===== src/rtl/count_display.sv =====
// Binary-to-BCD converter (sequential double-dabble) driving a multiplexed common-anode 7-segment display.
// Optional build macro: LEADING_ZERO_BLANK_EN blanks leading zero digits above digit 0.
module count_display #(
  parameter int unsigned N           = 14,
  parameter int unsigned DIGITS      = 4,
  parameter int unsigned REFRESH_DIV = 100000
) (
  input  logic                  clk,
  input  logic                  rst,
  input  logic [N-1:0]          value,
  output logic [4*DIGITS-1:0]   bcd,
  output logic                  overflow,
  output logic                  valid,
  output logic [DIGITS-1:0]     an,
  output logic [6:0]            seg,
  output logic                  dp
);

  localparam int unsigned BW  = 4 * DIGITS;
  localparam int unsigned CW  = $clog2(N + 1);
  localparam int unsigned SCW = (REFRESH_DIV > 1) ? $clog2(REFRESH_DIV) : 1;
  localparam int unsigned IW  = (DIGITS > 1) ? $clog2(DIGITS) : 1;

  function automatic longint unsigned pow10(input int unsigned d);
    longint unsigned r;
    r = 1;
    for (int unsigned i = 0; i < d; i++) r = r * 10;
    return r;
  endfunction

  localparam longint unsigned LIMIT = pow10(DIGITS);

  typedef enum logic [1:0] {IDLE, SHIFT, COMMIT} state_t;

  state_t          state_q, state_d;
  logic            load, shift, commit;
  logic [N-1:0]    sr_q;
  logic [BW-1:0]   acc_q, acc_adj;
  logic [CW-1:0]   sh_cnt_q;
  logic            ovf_cmp_q;
  logic [BW-1:0]   bcd_q;
  logic            ovf_q, valid_q;
  logic [SCW-1:0]  scan_q;
  logic [IW-1:0]   idx_q;
  logic [3:0]      nib_sel;

  always_ff @(posedge clk or posedge rst) begin
    if (rst) state_q <= IDLE;
    else     state_q <= state_d;
  end

  always_comb begin
    state_d = state_q;
    unique case (state_q)
      IDLE:    state_d = SHIFT;
      SHIFT:   if (sh_cnt_q == CW'(N - 1)) state_d = COMMIT;
      COMMIT:  state_d = IDLE;
      default: state_d = IDLE;
    endcase
  end

  always_comb begin
    load   = (state_q == IDLE);
    shift  = (state_q == SHIFT);
    commit = (state_q == COMMIT);
  end

  always_comb begin
    acc_adj = acc_q;
    for (int unsigned i = 0; i < DIGITS; i++) begin
      if (acc_q[4*i +: 4] >= 4'd5) acc_adj[4*i +: 4] = acc_q[4*i +: 4] + 4'd3;
    end
  end

  // Carries out of the top nibble fall off the left end of the shift.
  always_ff @(posedge clk or posedge rst) begin
    if (rst) begin
      sr_q      <= '0;
      acc_q     <= '0;
      sh_cnt_q  <= '0;
      ovf_cmp_q <= 1'b0;
      bcd_q     <= '0;
      ovf_q     <= 1'b0;
      valid_q   <= 1'b0;
    end else begin
      valid_q <= 1'b0;
      if (load) begin
        sr_q      <= value;
        acc_q     <= '0;
        sh_cnt_q  <= '0;
        ovf_cmp_q <= (64'(value) >= LIMIT);
      end
      if (shift) begin
        {acc_q, sr_q} <= {acc_adj, sr_q} << 1;
        sh_cnt_q      <= sh_cnt_q + 1'b1;
      end
      if (commit) begin
        bcd_q   <= acc_q;
        ovf_q   <= ovf_cmp_q;
        valid_q <= 1'b1;
      end
    end
  end

  always_ff @(posedge clk or posedge rst) begin
    if (rst) begin
      scan_q <= '0;
      idx_q  <= '0;
    end else if (scan_q == SCW'(REFRESH_DIV - 1)) begin
      scan_q <= '0;
      idx_q  <= (idx_q == IW'(DIGITS - 1)) ? '0 : idx_q + 1'b1;
    end else begin
      scan_q <= scan_q + 1'b1;
    end
  end

  always_comb begin
    an          = '1;
    an[idx_q]   = 1'b0;
    dp          = 1'b1;
    nib_sel     = bcd_q[4*idx_q +: 4];
    unique case (nib_sel)
      4'd0:    seg = 7'b1000000;
      4'd1:    seg = 7'b1111001;
      4'd2:    seg = 7'b0100100;
      4'd3:    seg = 7'b0110000;
      4'd4:    seg = 7'b0011001;
      4'd5:    seg = 7'b0010010;
      4'd6:    seg = 7'b0000010;
      4'd7:    seg = 7'b1111000;
      4'd8:    seg = 7'b0000000;
      4'd9:    seg = 7'b0010000;
      default: seg = 7'b1111111;
    endcase
`ifdef LEADING_ZERO_BLANK_EN
    if ((idx_q != '0) && ((bcd_q >> (4*idx_q)) == '0)) seg = 7'b1111111;
`endif
    if (ovf_q) seg = 7'b0111111;
  end

  assign bcd      = bcd_q;
  assign overflow = ovf_q;
  assign valid    = valid_q;

endmodule


===== config.mk =====
export PLATFORM = sky130hd
export DESIGN_NAME = count_display
export DESIGN_NICKNAME = d
export VERILOG_FILES = /design/src/rtl/count_display.sv
export SDC_FILE = /design/constraint.sdc
export NUM_CORES = 1
export LEC_CHECK = 0
export CAP_MARGIN = 5
export CELL_PAD_IN_SITES_DETAIL_PLACEMENT = 2
export CELL_PAD_IN_SITES_GLOBAL_PLACEMENT = 2
export CORE_MARGIN = 3
export CORE_UTILIZATION = 39
export DETAILED_ROUTE_END_ITERATION = 8
export PLACE_DENSITY = 0.89
export RECOVER_POWER = 25
export SLEW_MARGIN = 20
export SYNTH_ARGS = -nofsm -noshare
export SYNTH_HDL_FRONTEND = slang
export SYNTH_SLANG_ARGS = --single-unit

===== constraint.sdc =====
create_clock -name clk -period 5.42 [get_ports clk]
set_input_delay 0.542 -clock clk [delete_from_list [all_inputs] [get_ports clk]]
set_output_delay 0.542 -clock clk [all_outputs]
set_load 0.05 [all_outputs]

---- Yosys cells after proc, flatten, opt, wreduce, memory -nomap -nowiden ----
Memory sizes are Yosys's and may differ from the RTL's.
Cells that the tools add are included.
storage, ports and cells
  latch bits .............................. 0
  memory bits (writable) .................. 0
  word-level logic and storage cells ...... 54
  memories kept ........................... 1
  bits of input ports ..................... 16
  memory bits (read-only) ................. 112
  flip-flop bits (word level) ............. 74
  output and inout port bits .............. 30
cells by class
  bitwise operators ....................... 1
  mux-type cells .......................... 18
  reduce and logical (&&, ||, !) cells .... 3
  multiply operators ...................... 0
  order comparisons ....................... 7
  equal/unequal tests ..................... 6
  divide/modulo/power cells ............... 0
  shift-type cells ........................ 1
  add/subtract/negate cells ............... 7
memories
  memory            depth  bits a word  rd ports  clocked after memory_dff  write ports  RTL line  source
  (name not given)  16     7            1         0                         0            122       unique case (nib_sel)
operators by type and width
  operator                                                                       number
  16-bit 2-to-1 mux                                                              2
  14-bit 2-to-1 mux                                                              2
  4-bit 2-to-1 mux                                                               5
  17-bit by 1-bit adder with 17-bit output (second input constant)               1
  17-bit == test (second input constant)                                         1
  17-bit 2-to-1 mux                                                              1
  4-bit by 3-bit >= comparator with 1-bit output (second input constant)         4
  16-bit by 5-bit variable part select with 4-bit output                         1
  14-bit >= comparator (second input constant)                                   1
  4-bit by 2-bit adder with 4-bit output (second input constant)                 3
  7-bit 2-to-1 mux                                                               1
  4-bit by 1-bit adder with 4-bit output (second input constant)                 1
  2-bit == test (second input constant)                                          2
  4-bit == test (second input constant)                                          1
  2-bit 2-to-1 mux                                                               2
  4-bit NOT                                                                      1
  2-bit one-hot mux with 2 select lines                                          1
  3-bit by 2-bit adder with 3-bit output (second input constant)                 1
  2-bit by 3-bit less-than comparator with 1-bit output (second input constant)  1
  3-bit 2-to-1 mux                                                               1
  2-bit by 1-bit adder with 2-bit output (second input constant)                 1
  1-bit demux with 2-bit select                                                  1
  2-bit by 1-bit == test with 1-bit output (second input constant)               1
  2-bit by 1-bit >= comparator with 1-bit output (second input constant)         1
  5 further kinds                                                                6

---- Depth between registers and ports, before layout ----
Gate-level depths: netlist (run 1).
  depth after elaboration ................. 5
  depth in mapped cells ................... 7
  depth with buffers taken out ............ 6

---- Least setup slack after synthesis (run 1) ----
Ideal clock, no wire load.
  kind .................................... reg-to-output
  start point ............................. register bcd_q[13], in the netlist bcd[13]
  end point ............................... output seg[3]
  stages on the path, launching flop included .. 7
  slack ................................... 2.168 ns
  data required time ...................... 4.878 ns
  buffers on the path ..................... 0
  arrival time ............................ 2.710 ns
  cells stage by stage .................... dfrtp_1 mux4_2 inv_1 ha_1 inv_1 mux2i_1 o21ai_0
on the way
  word-level cells in the longest chain between the ends .. 3
ends and longest elaborated chain
  element                                                 RTL line  source
  start: declaration                                      41        logic [BW-1:0] bcd_q;
  start signal: assignment                                98        bcd_q <= acc_q;
  16-bit by 5-bit variable part select with 4-bit output  121       nib_sel = bcd_q[4*idx_q +: 4];
  memory 16 x 7 bit                                       --
  7-bit 2-to-1 mux                                        138       if (ovf_q) seg = 7'b0111111;
  end: declaration                                        15        output logic [6:0] seg,
Every way passes these cells.

---- Worst setup path in the final report (run 1) ----
  start point ............................. register idx_q[0]
  end point ............................... output seg[3]
on the way
  word-level cells in the longest chain between the ends .. 3
ends and longest elaborated chain
  element                                                 RTL line  source
  start: declaration                                      44        logic [IW-1:0] idx_q;
  start signal: assignment                                111       idx_q <= (idx_q == IW'(DIGITS - 1)) ? '0 : idx_q + 1'b1;
  16-bit by 5-bit variable part select with 4-bit output  121
  memory 16 x 7 bit                                       --
  7-bit 2-to-1 mux                                        138
Every way passes these cells.

==> metrics, run 1 <==
Tcrit/Tclk final 0.666; CTS sink cnt 74; hold_buf cts 0; met3 routed WL 393 um; Slew Viols, Final 75; Port Buffers 44; leakage 2.05 nW; Placed Area 4360 sq um; Cells after Synth 359; Resized cells post-CTS 0; worst clock skew 0.0134 ns; Netlist cell types 43; Final Cell Area 4560 sq um; syn avg cell area 10.6 sq um; Max FO, Critical Path 8; Yosys top cell by area dfrtp_1; Cell Area, Synth 3810 sq um; Final Hold Vio Count 0; final setup vio count 0; worst hold path type reg -> reg; Detail Placement HPWL 7.93 mm; critical path endpoint category output port; initial DRC count 153; Max-slew headroom -0.246; crit path launch type flip-flop; vias in the first global route 3424; final wirelength 12.1 mm; Tightest Pin Transition 1.87 ns; post-layout util 0.486; CTS tree built; Area Growth Syn to Fin 19.6%; top cells by area, synth dfrtp_1 (49%), ha_1 (6.9%), mux2_2 (5.6%); r2r endpoint bcd[9]; most instantiated cells after synthesis dfrtp_1 (74), nand2_1 (39), o21ai_0 (38); maximum VDD drop 0.157 mV; r2r setup slk 2.88 ns; Die Footprint 11000 sq um; setup bufs post-CTS 0; status complete, but fails checks; Critical R2R Launch state_q[0]; first-pass GRT wire length 20.2 mm; Max Cap Viol 1; drt wl/cell 22.6 um; flops & latches, synth 74; Max Freq 0.277 GHz; metal2 WL 6.38 mm; Remaining Overflow, GRT 0; WHS Path Cells 1; global placement routability congestion 0.737; critical path class reg -> out; number of synthesized flops with an enable pin 0; Clock transition at path regs 0.09 ns; Initial Util 0.407; Tot Pwr 1.74 mW; M1 wire length 4.98 mm; Hold WS 0.506 ns; top-count cell post-synth dfrtp_1; CTS Buffer Depth 2; H-tree level count 3; min cycle time layout 3.61 ns; RSZ-0062 raised after global routing false; ANT nets after route 0; Remaining DRCs 0; R2R depth 3; die width 105 um; Tot GR Track Use 0.236; sequential area share after synthesis 0.486; ys async rst share 1.00; TritonRoute pass-1 iters 4; antenna cells 0; Rows 35; Syn Nets 396; die height 105 um; top-area cell type share of the netlist area 0.486; share of layout cells above drive strength 1 0.114; hold path startpoint scan_q[4]; synth warn 0; CTS Buf Count 9; via count 2935; setup TNS 0 ns; root buffer cell clkbuf_8; top layer in use met4; initial antenna violation count 0; ys flop type dfrtp_1; Hold Path Sink scan_q[4]; failing checks max-capacitance violations, max-slew violations; WP data arrival 3.07 ns; largest net degree at the start of global routing 75; # IOs 46; Via density 5.50; core box area 9370 sq um; Power Density 382 nW/um^2; required time worst endpoint 4.88 ns; Worst-Skew Late Latency 0.35 ns; NumNets Final 437
[area by class of cell]
cell class / count / area (sq um)
Multi-Input combinational cell: 248 / 1810
Tap cell: 129 / 161
Clock inverter: 7 / 77.6
Timing Repair Buffer: 47 / 457
Fill cell: 987 / 4810
Inverter: 20 / 75.1
Sequential cell: 74 / 1850
Clock buffer: 9 / 124
[kinds of logic (layout without fill, tap and decap cells)]
kind of cell | count (synthesis) | in the layout | synth area share
and+or+nand+nor | 101 | 101 | 0.133
DFF | 74 | 74 | 0.486
AOI/OAI and AO/OA | 64 | 64 | 0.0978
muxes | 42 | 42 | 0.131
buffers and inverters | 37 | 83 | 0.0387
adders and majority gates | 21 | 21 | 0.0689
xor gates and xnor gates | 19 | 19 | 0.0437
other | 1 | 1 | 0.000984
[worst max-delay path by stage]
stage	cells past startpoint	start	endpoint
CTS	7	idx_q[0]	seg[3]
global placement	7	idx_q[0]	seg[3]
finish	7	idx_q[0]	seg[3]
global route	7	idx_q[0]	seg[3]
detailed placement	7	idx_q[0]	seg[3]
floorplan	6	bcd[13]	seg[3]
[registers in the layout, summed over array words and instances (netlist names)]
name / cells
acc_q: 16
overflow: 1
sr_q: 14
ovf_cmp_q: 1
valid: 1
idx_q: 2
sh_cnt_q: 4
bcd: 16
state_q: 2
scan_q: 17
[cell usage in the layout (no fill, tap or decap), drive strengths merged, types with 2 or more instances in the layout]
cell type / Yosys / layout
clkdlybuf4s50: 0 / 43
ha: 21 / 21
mux2: 20 / 20
o21ai: 38 / 38
o21bai: 2 / 2
nand4: 6 / 6
nand2: 39 / 39
nor2: 17 / 17
nor2b: 3 / 3
or3: 3 / 3
clkbuf: 10 / 11
nor4: 2 / 2
dfrtp: 74 / 74
inv: 20 / 20
and4: 2 / 2
o21a: 2 / 2
xor2: 10 / 10
o31ai: 4 / 4
nand3: 12 / 12
nand2b: 5 / 5
nor3b: 5 / 5
a21oi: 9 / 9
mux2i: 18 / 18
xnor2: 9 / 9
and3: 2 / 2
a22o: 5 / 5
clkinv: 0 / 5
mux4: 4 / 4
[worst max-delay path, cell delays in order, from the launching register on]
cell and delay (ns):
dfrtp_1 0.57, mux4_2 0.65, inv_1 0.14, ha_1 0.26, inv_1 0.07, mux2i_1 0.06, o21ai_0 0.14, clkdlybuf4s50_1 0.82
[metrics by stage]
step | std cells | setup slack, ns
2_1_floorplan | 359 | 2.17
3_3_place_gp | 518 | 2.28
3_5_place_dp | 518 | 2.15
4_1_cts | 534 | 1.75
5_1_grt | 534 | 1.58
6_report | 534 | 1.81
[where the power goes]
group	internal, mW	switching [mW]
Clock	0.216	0.232
Sequential	0.602	0.0627
Combinational	0.216	0.411
Total	1.03	0.706
[routing by layer]
metal | vias up | global-route usage
li1 | 1315 | -
met1 | 1510 | 0.295
met2 | 82 | 0.415
met3 | 28 | 0.0315
met4 | 0 | 0.0853
met5 | - | 0
Note: power is estimated with default switching activity, not from simulation.
==> run 2, diff against run 1 <==
CORE_UTILIZATION = 33   (was 39)
PLACE_DENSITY = 0.8   (was 0.89)
clock period = 2.9 ns   (was 5.42 ns; I/O delays follow)
==> run 2 against run 1 <==
  * The run now ends clean
  * Global-route usage shrank 6.0 points
  * Combinational power grew 91%
  * Clock-buffer cell count is the same
  * Routed wire length shrank 13%
  * Flip-flop and latch count is the same
  * Via count shrank 1.9%
  * Design area grew 3.6%
  * Critical path depth is the same
  * Power grew 110%
  * Register-to-register slack lost 2.0 ns
  * Critical path type unchanged
  * Largest cell class unchanged
==> metrics, run 2 (synthesis results as in run 1) <==
final setup vio count 0 (unchanged); NumNets Final 440 (was 437); worst clock skew 0.00651 ns (was 0.0134 ns); ANT nets after route 0 (unchanged); root buffer cell clkbuf_16 (was clkbuf_8); final wirelength 10.5 mm (was 12.1 mm); Power Density 759 nW/um^2 (was 382 nW/um^2); worst hold path type reg -> reg (unchanged); Placed Area 4420 sq um (was 4360 sq um); Port Buffers 44 (unchanged); maximum VDD drop 0.566 mV (was 0.157 mV); Rows 38 (was 35); most frequent cells in the layout dfrtp_1 (73), nand2_1 (39), o21ai_0 (37) (was dfrtp_1 (74), clkdlybuf4s50_1 (43), nand2_1 (39)); Slew Viols, Final 0 (was 75); GR Util met2 0.303 (was 0.415); setup TNS 0 ns (unchanged); Hold Path Sink sr_q[4] (was scan_q[4]); # IOs 46 (unchanged); Tightest Pin Transition 0.925 ns (was 1.87 ns); Critical R2R Launch scan_q[5] (was state_q[0]); Remaining DRCs 0 (unchanged); H-tree level count 3 (unchanged); Top reg by flops scan_q (unchanged); Largest register FFs 17 (unchanged); Worst Slack Setup Final 0.215 ns (was 1.81 ns); CTS Buf Count 9 (unchanged); Via density 5.25 (was 5.50); critical path endpoint category output port (unchanged); Area Growth Syn to Fin 23.8% (was 19.6%); min cycle time layout 2.68 ns; Resized cells post-CTS 0 (unchanged); r2r setup slk 0.84 ns (was 2.88 ns); RSZ-0062 raised after global routing false (unchanged); CTS tree built (unchanged); initial antenna violation count 0 (unchanged); CTS sink cnt 74 (unchanged); commonest non-fill, non-tap cell in the layout dfrtp_1 (unchanged); die height 113 um (was 105 um); Max Freq 0.372 GHz; CTS Buffer Depth 2 (unchanged); TritonRoute pass-1 iters 4 (unchanged); Clock transition at path regs 0.06 ns (was 0.09 ns); Tcrit/Tclk final 0.926; Post-Place Cells 532 (was 518); critical path class reg -> out (unchanged); met3 GRT Util 0.0281 (was 0.0315); Remaining Overflow, GRT 0 (unchanged); Worst-Skew Late Latency 0.34 ns (was 0.35 ns); Detail Placement HPWL 7.46 mm (was 7.93 mm); drt wl/cell 19.2 um (was 22.6 um); R2R depth 4 (was 3); core box area 11100 sq um (was 9370 sq um); Tot Pwr 3.58 mW (was 1.74 mW); fin cells 548 (was 534); Max-slew headroom 0.383 (was -0.246); setup bufs post-CTS 0 (unchanged); met1 Usage GRT 0.226 (was 0.295); Setup WS pre-CTS 0.438 ns (was 2.15 ns); WHS Path Cells 2 (was 1); initial DRC count 123 (was 153); hold path startpoint sr_q[4] (was scan_q[4]); leakage 2.14 nW (was 2.05 nW); Final Hold Vio Count 0 (unchanged); required time worst endpoint 2.61 ns (was 4.88 ns); crit path launch type flip-flop (unchanged); hold_buf cts 0 (unchanged); Initial Util 0.344 (was 0.407); Final Cell Area 4720 sq um (was 4560 sq um); Max FO, Critical Path 8 (unchanged); most used routing layer in global routing met2 (unchanged); die width 113 um (was 105 um); vias in the first global route 3276 (was 3424); Tot GR Track Use 0.176 (was 0.236); post-layout util 0.426 (was 0.486); share of layout cells above drive strength 1 0.147 (was 0.114); global placement routability congestion 0.803 (was 0.737); Max Cap Viol 0 (was 1); Hold WS 0.488 ns (was 0.506 ns); Die Footprint 12900 sq um (was 11000 sq um); WP data arrival 2.39 ns (was 3.07 ns); first-pass GRT wire length 18.0 mm (was 20.2 mm); antenna cells 0 (unchanged); via count 2878 (was 2935); status finished, final reports clean (was complete, but fails checks); r2r endpoint idx_q[1] (was bcd[9]); largest net degree at the start of global routing 39 (was 75)
[run 2: changes by cell type in the layout (fill, tap and decap cells not counted), sizes merged]
cell           before  now
buf                 1   12
clkbuf             11   10
clkdlybuf4s50      43   36
clkinv              5    1
inv                20   24
[run 2: where the power goes]
group	internal, mW	switching, mW	total [mW]	leakage (nW)
clock	0.683	0.475	1.16	0.149
combinational	0.426	0.776	1.20	1.03
sequential	1.13	0.0955	1.22	0.956
[run 2: critical path, cell delays in order (launching register included)]
cell and delay [ns]:
dfrtp_2 0.49, mux4_2 0.63, inv_1 0.15, ha_1 0.26, inv_1 0.07, mux2i_1 0.06, o21ai_1 0.22, buf_12 0.17
[run 2: per-layer routing]
metal,vias up,wire [um]
li1,1331,-
met4,0,161
met3,13,310
met2,47,5260
met1,1487,4760
met5,-,0
[run 2: worst max-delay path by stage]
stage	depth (start not counted)	slack, ns	start	to
floorplan	5	0.03	bcd[13]	seg[0]
global placement	7	0.54	idx_q[0]	seg[3]
detailed placement	7	0.44	idx_q[0]	seg[3]
CTS	7	0.07	idx_q[0]	seg[3]
global route	7	0.03	idx_q[0]	seg[3]
finish	7	0.22	idx_q[0]	seg[3]
[run 2: layout make-up]
cell class	count	area, sq um
multi-input cells	248	1820
inverters	20	75.1
flip-flops and latches	74	1850
well taps	140	175
repair buffers	50	490
fillers	1142	6360
clock buffers	9	225
clock inverters	7	83.8
